**config.mk**
```make
export PLATFORM = sky130hd
export DESIGN_NAME = rvfi_commit_monitor
export DESIGN_NICKNAME = d
export VERILOG_FILES = /design/src/rtl/rvfi_commit_monitor.sv
export SDC_FILE = /design/constraint.sdc
export NUM_CORES = 1
export LEC_CHECK = 0
export ABC_AREA = 0
export BUFFER_PORTS_ARGS = -buffer_cell sky130_fd_sc_hd__buf_4
export CELL_PAD_IN_SITES_DETAIL_PLACEMENT = 0
export CELL_PAD_IN_SITES_GLOBAL_PLACEMENT = 1
export CORE_ASPECT_RATIO = 2
export CORE_MARGIN = 1.5
export CORE_UTILIZATION = 37
export CTS_BUF_LIST = sky130_fd_sc_hd__clkbuf_4
export DETAILED_ROUTE_END_ITERATION = 10
export HOLD_SLACK_MARGIN = 0.15
export PLACE_DENSITY = 0.95
export SKIP_CTS_REPAIR_TIMING = 1
export SKIP_LAST_GASP = 1
export SLEW_MARGIN = 20
export SYNTH_ARGS = -nofsm -noshare
export SYNTH_HDL_FRONTEND = slang
export SYNTH_SLANG_ARGS = --single-unit
```
**constraint.sdc**
```tcl
create_clock -name clk -period 3.6 [get_ports clk]
set_input_delay 0.54 -clock clk [delete_from_list [all_inputs] [get_ports clk]]
set_output_delay 0.54 -clock clk [all_outputs]
set_load 0.01 [all_outputs]
```
**src/rtl/rvfi_commit_monitor.sv**
```systemverilog
// Retirement-side monitor: numbers up to NUM_CH commits per cycle in program order,
// detects halt (sustained request or self-looping retire) and a no-commit watchdog timeout.

module rvfi_commit_lane #(
    parameter int ORDER_W = 64,
    parameter int CNT_W   = 2
) (
    input  logic               commit_i,
    input  logic [31:0]        pc_rdata_i,
    input  logic [31:0]        pc_wdata_i,
    input  logic [ORDER_W-1:0] base_i,
    input  logic [CNT_W-1:0]   prefix_i,
    output logic [ORDER_W-1:0] order_o,
    output logic               loop_o
);
    assign order_o = base_i + ORDER_W'(prefix_i);
    assign loop_o  = commit_i & (pc_wdata_i == pc_rdata_i);
endmodule

module rvfi_commit_monitor #(
    parameter int NUM_CH   = 2,
    parameter int ORDER_W  = 64,
    parameter int HALT_CNT = 2,
    parameter int TIMEOUT  = 1000
) (
    input  logic                           clk,
    input  logic                           rst,
    input  logic                           clear,
    input  logic [NUM_CH-1:0]              commit,
    input  logic [NUM_CH-1:0][31:0]        pc_rdata,
    input  logic [NUM_CH-1:0][31:0]        pc_wdata,
    input  logic                           halt_req,
    output logic [NUM_CH-1:0][ORDER_W-1:0] order,
    output logic [ORDER_W-1:0]             commit_total,
    output logic                           halt,
    output logic                           timeout
);
    localparam int CNT_W    = $clog2(NUM_CH + 1);
    localparam int STREAK_W = $clog2(HALT_CNT + 1);
    localparam int IDLE_W   = $clog2(TIMEOUT + 2);

    localparam logic [STREAK_W-1:0] HALT_SAT  = STREAK_W'(HALT_CNT);
    localparam logic [IDLE_W-1:0]   IDLE_SAT  = IDLE_W'(TIMEOUT);
    localparam logic [IDLE_W-1:0]   IDLE_LAST = IDLE_W'((TIMEOUT == 0) ? 0 : TIMEOUT - 1);

    localparam logic [1:0] ST_RUN       = 2'd0;
    localparam logic [1:0] ST_HALTED    = 2'd1;
    localparam logic [1:0] ST_TIMED_OUT = 2'd2;

    logic [ORDER_W-1:0]  base_q, base_d;
    logic [STREAK_W-1:0] req_cnt_q, req_cnt_d;
    logic [STREAK_W-1:0] streak_q, streak_d;
    logic [IDLE_W-1:0]   idle_q, idle_d;
    logic [1:0]          state_q, state_d;

    logic [NUM_CH:0][CNT_W-1:0]     prefix;
    logic [NUM_CH-1:0][ORDER_W-1:0] lane_order;
    logic [NUM_CH-1:0]              loop;
    logic                           any_commit, req_hit, loop_hit, hit, idle_fire;

    // prefix[i] = number of valid commits older than channel i; prefix[NUM_CH] is the cycle total
    always_comb begin
        prefix[0] = '0;
        for (int i = 0; i < NUM_CH; i++) begin
            prefix[i+1] = prefix[i] + CNT_W'(commit[i]);
        end
    end

    for (genvar g = 0; g < NUM_CH; g++) begin : g_lane
        rvfi_commit_lane #(
            .ORDER_W (ORDER_W),
            .CNT_W   (CNT_W)
        ) u_lane (
            .commit_i   (commit[g]),
            .pc_rdata_i (pc_rdata[g]),
            .pc_wdata_i (pc_wdata[g]),
            .base_i     (base_q),
            .prefix_i   (prefix[g]),
            .order_o    (lane_order[g]),
            .loop_o     (loop[g])
        );
    end

    assign any_commit = |commit;
    assign req_hit    = halt_req & (req_cnt_q >= HALT_SAT);
    assign loop_hit   = (streak_q >= HALT_SAT);
    assign hit        = req_hit | loop_hit;
    assign idle_fire  = (TIMEOUT != 0) && (idle_q == IDLE_LAST) && !any_commit;

    always_comb begin
        base_d    = base_q + ORDER_W'(prefix[NUM_CH]);
        req_cnt_d = '0;
        if (halt_req) begin
            req_cnt_d = (req_cnt_q < HALT_SAT) ? req_cnt_q + STREAK_W'(1) : req_cnt_q;
        end

        // Oldest-to-youngest scan so a younger non-loop retire breaks the streak
        streak_d = streak_q;
        for (int i = 0; i < NUM_CH; i++) begin
            if (commit[i]) begin
                if (!loop[i]) begin
                    streak_d = '0;
                end else if (streak_d < HALT_SAT) begin
                    streak_d = streak_d + STREAK_W'(1);
                end
            end
        end

        idle_d  = idle_q;
        state_d = state_q;
        if (state_q == ST_RUN) begin
            if (any_commit) begin
                idle_d = '0;
            end else if (idle_q < IDLE_SAT) begin
                idle_d = idle_q + IDLE_W'(1);
            end
            if (hit) begin
                state_d = ST_HALTED;
            end else if (idle_fire) begin
                state_d = ST_TIMED_OUT;
            end
        end

        if (clear) begin
            base_d    = '0;
            req_cnt_d = '0;
            streak_d  = '0;
            idle_d    = '0;
            state_d   = ST_RUN;
        end
    end

    always_ff @(posedge clk or negedge rst) begin
        if (!rst) begin
            base_q    <= '0;
            req_cnt_q <= '0;
            streak_q  <= '0;
            idle_q    <= '0;
            state_q   <= ST_RUN;
        end else begin
            base_q    <= base_d;
            req_cnt_q <= req_cnt_d;
            streak_q  <= streak_d;
            idle_q    <= idle_d;
            state_q   <= state_d;
        end
    end

    // Orders are forced to zero while reset is held, independent of the commit inputs
    assign order        = rst ? lane_order : '0;
    assign commit_total = base_q;
    assign halt         = (state_q == ST_HALTED) | ((state_q == ST_RUN) & hit);
    assign timeout      = (state_q == ST_TIMED_OUT);

endmodule

```
# Word-level counts from Yosys, hierarchy flattened
# Index checks and enable logic that the tools add are counted.
# op_classes
n_addsub	7
magnitude_cmp	6
n_eq_ne	6
n_mux	20
bitwise	6
reduce_logical	9
# ops
operator	count
$mux W128	1
$add A64 B1 Y64	1
$add A64 B2 Y64	1
$eq A32 B32 Y1	2
$mux W64	1
$mux W10	4
$mux W2	14
$add A10 B1 Y10 const B	1
$eq A10 B10 Y1 const B	1
$lt A10 B10 Y1 const B	1
$add A2 B1 Y2 const B	3
$lt A2 B2 Y1 const B	3
$reduce_bool A3 Y1	2
$and A1 B1 Y1	4
$ge A2 B2 Y1 const B	2
$reduce_and A2 Y1	2
$ne A3 B2 Y1 const B	1
$add A1 B1 Y2	1
$eq A2 B1 Y1 const B	1
$eq A2 B2 Y1 const B	1
$logic_not A2 Y1	1
$or A1 B1 Y1	2
$reduce_bool A2 Y1	1
$reduce_or A2 Y1	1
2 further kinds	2
# totals
register_bits	80
in_bits	134
output_inout_bits	194
word_cells	59

# Longest topological paths before layout
# depth
word_depth	9
ltp_mapped	9

# Modules after synthesis
# Synthesis repeated with hierarchy kept, for this count alone.
# unflattened
hier_cells	1133
area_unflattened_um2	8816.0
# modules_own_cells
mod	instances	cells_each	area_per_inst_um2
rvfi_commit_monitor	1	607	5255.0
rvfi_commit_lane	2	263	1780.5

# Least setup slack after synthesis
# OpenSTA, ideal clock, no wires.
# synth_timing
path_type	input-to-output
start	in commit[0]
end	out order[100] in the netlist's numbering
t_arrival_ns	2.310
slack_ns	0.750
stages	9
path_buffers	1
cell_sequence	ha_1 ha_1 nand3_1 or2_2 clkbuf_1 nor3_1 nand3_1 xor2_1 nor2b_1
# synth_lines
element	line	source
start: declaration	29	input logic [NUM_CH-1:0] commit,
end: declaration	33	output logic [NUM_CH-1:0][ORDER_W-1:0] order,

==> metrics.txt <==
IO Pins=328; worst-margin pin slew=0.805 ns; routing usage on met2=0.581; Port-buffer cells=327; Critical Path Start Type=flop; RSZ-0062 raised after global routing=true; Power Dens Cells=194 nW/um^2; Synth Net Count=1,033; Synth Cell Area=6980 sq um; post-synth cell types=50; DRT Pass-1 Iters=5; fin nets=1,361; largest net degree at the start of global routing=73; Longest Clk Path Bufs=2; Period minus WS final=3.51 ns; total CTS buffers=9; Final Hold Violating Endpoints=0; met3 Track Usage GR=0.0495; Area Growth Syn to Fin=44.4%; Sink Count=80; Starting Density=0.380; Die Area=19,800 sq um; fin crit share=0.974; gate count of the mapped netlist=890; FF+latch count, synth=80; maximum vdd drop=0.133 mV; Clock transition at path regs=0.15 ns; WP data required=3.06 ns; max_cap viols=0; Avg Cell Area, Syn=7.84 sq um; gr busiest metal=met2; run status=complete, no violations; row count=70; clk root buf=clkbuf_4; Rel. slew slack=0.464; H-tree levels=3; register area share after synthesis=0.287; Fmax=0.285 GHz; via density per instance=5.40; Post-DRT Antenna Nets=0; Crit Path Category=flop to output pin; gr usage total=0.290; Max Slew Vio Count=0; M1 GR Usage=0.271; Wirelength per Cell=19.9 um; area of the core=18,400 sq um; DR vias=7,772; area fraction of the dominant cell type after synthesis=0.287; top-count cell post-synth=and2_1; gpl congestion=1.06; P_leak=4.62 nW; Overflow after GRT=0; vias in the first global route=7,775; CP max FO=11; Cells after DPL=1,416; worst min-delay path class=input port to flop; Worst setup EP type=output pin; post-synth top area cell=dfrtp_1; post-DP HPWL=23,400 um; Post-synth EDFFs=0; commonest cells in the netlist=114 x and2_1, 109 x nor2_1, 94 x xnor2_1; post-synthesis async set-or-reset flop share=1.00; clk_lat worst skew=0.47 ns; initial antenna violation count=1; Die Wd=100 um; Setup Skew=0.0305 ns; first-pass GRT wire length=42,800 um; Finish-stage setup viols=0; number of synthesis warnings=0; fraction of layout cells with a size suffix above 1=0.345; Post-route DRC=0; final non-filler cell total=1,440; DR iter-0 viols=356; Arr. time, crit path=2.97 ns; Die H=197 um; synth top area cells=dfrtp_1 29%, xnor2_1 12%, and2_1 10%; Power Total=0.00196 W; TritonCTS clock tree=yes; drt total wl=28,700 um; top_reg_cell synth=dfrtp_1
-- final cells by class --
type,instances,area [sq um]
diodes,2,5.00
flip-flops and latches,80,2010
multi-input cells,744,4750
repair buffers,370,2810
clock inverters,6,116
fillers,1828,8310
inverters,13,48.8
well taps,216,270
clock buffers,9,67.6
-- flip-flops by register name (all words and copies together), names as in the netlist --
name          count
commit_total     64
idle_q           10
req_cnt_q         2
state_q           2
streak_q          2
-- cell families (layout without fill, tap and decap cells) --
group,after synthesis,count (layout),synth area share
flip-flops,80,80,0.287
XOR/XNOR,170,170,0.213
AND/OR/NAND/NOR,503,503,0.389
buffers and inverters,66,398,0.0398
other,0,2,0
AO/OA/AOI/OAI,62,62,0.0545
adder cells (fa/ha/maj),9,9,0.0172
-- final timing paths --
check	to	startpoint	slack [ns]	depth (start not counted)
min in group asynchronous	commit_total[51]$_DFF_PN0_	rst	0.55	2
max in group asynchronous	commit_total[40]$_DFF_PN0_	rst	2.46	3
setup / recovery	order[124]	commit_total[17]$_DFF_PN0_	0.09	7
setup reg to reg	commit_total[29]$_DFF_PN0_	commit_total[2]$_DFF_PN0_	0.85	6
hold reg to reg	idle_q[9]$_DFFE_PN0P_	idle_q[9]$_DFFE_PN0P_	0.53	2
hold / removal	req_cnt_q[1]$_DFFE_PN0P_	halt_req	0.31	3
-- placed cells by master (no fill, tap or decap), drive strengths merged, types with 2 or more instances in the layout --
cell	n
clkinv	2
and3	13
nor4b	3
xnor2	94
dfrtp	80
nand3	41
nand4	44
ha	8
clkbuf	9
nor4	24
and4	6
or4	4
a31oi	2
diode	2
o21ai	23
bufinv	3
nor3	31
a21boi	11
or3	24
xor2	76
nor2b	10
nor2	109
nand2	70
nand3b	2
inv	14
a21oi	17
and2	116
o41ai	2
o2bb2a	2
or2	5
buf	369
-- per-layer routing --
layer | vias to the layer above | wire length [um]
met2 | 386 | 16200
met1 | 3656 | 9100
met4 | 0 | 1490
met3 | 78 | 1920
li1 | 3652 | -
met5 | - | 0
-- power by group --
group | internal [W] | leakage, nW | switching [W]
Combinational | 0.000182 | 3.43 | 0.000149
Sequential | 0.000906 | 1.10 | 0.0000126
Clock | 0.000353 | 0.0966 | 0.000357
-- critical path, stage by stage (launching register included) --
cell and delay (ns):
dfrtp_1 0.62, nand4_1 0.30, or4b_1 0.68, nor3_2 0.36
nand2_1 0.13, xnor2_1 0.15, and2_1 0.15, buf_4 0.13
-- through the flow --
stage	utilization	area [sq um]	hold slack (ns)	TNS (ns)	setup slack, ns
finish	0.548	10100	0.314	0	0.0927
global placement	0.532	9780	0.476	0	0.384
CTS	0.542	9960	-0.0346	-0.146	-0.0748
floorplan	-	6980	0.244	0	0.750
global route	0.548	10100	0.291	-0.134	-0.0499
detailed placement	0.532	9780	0.478	0	0.270
(Power assumes the default switching activity.)
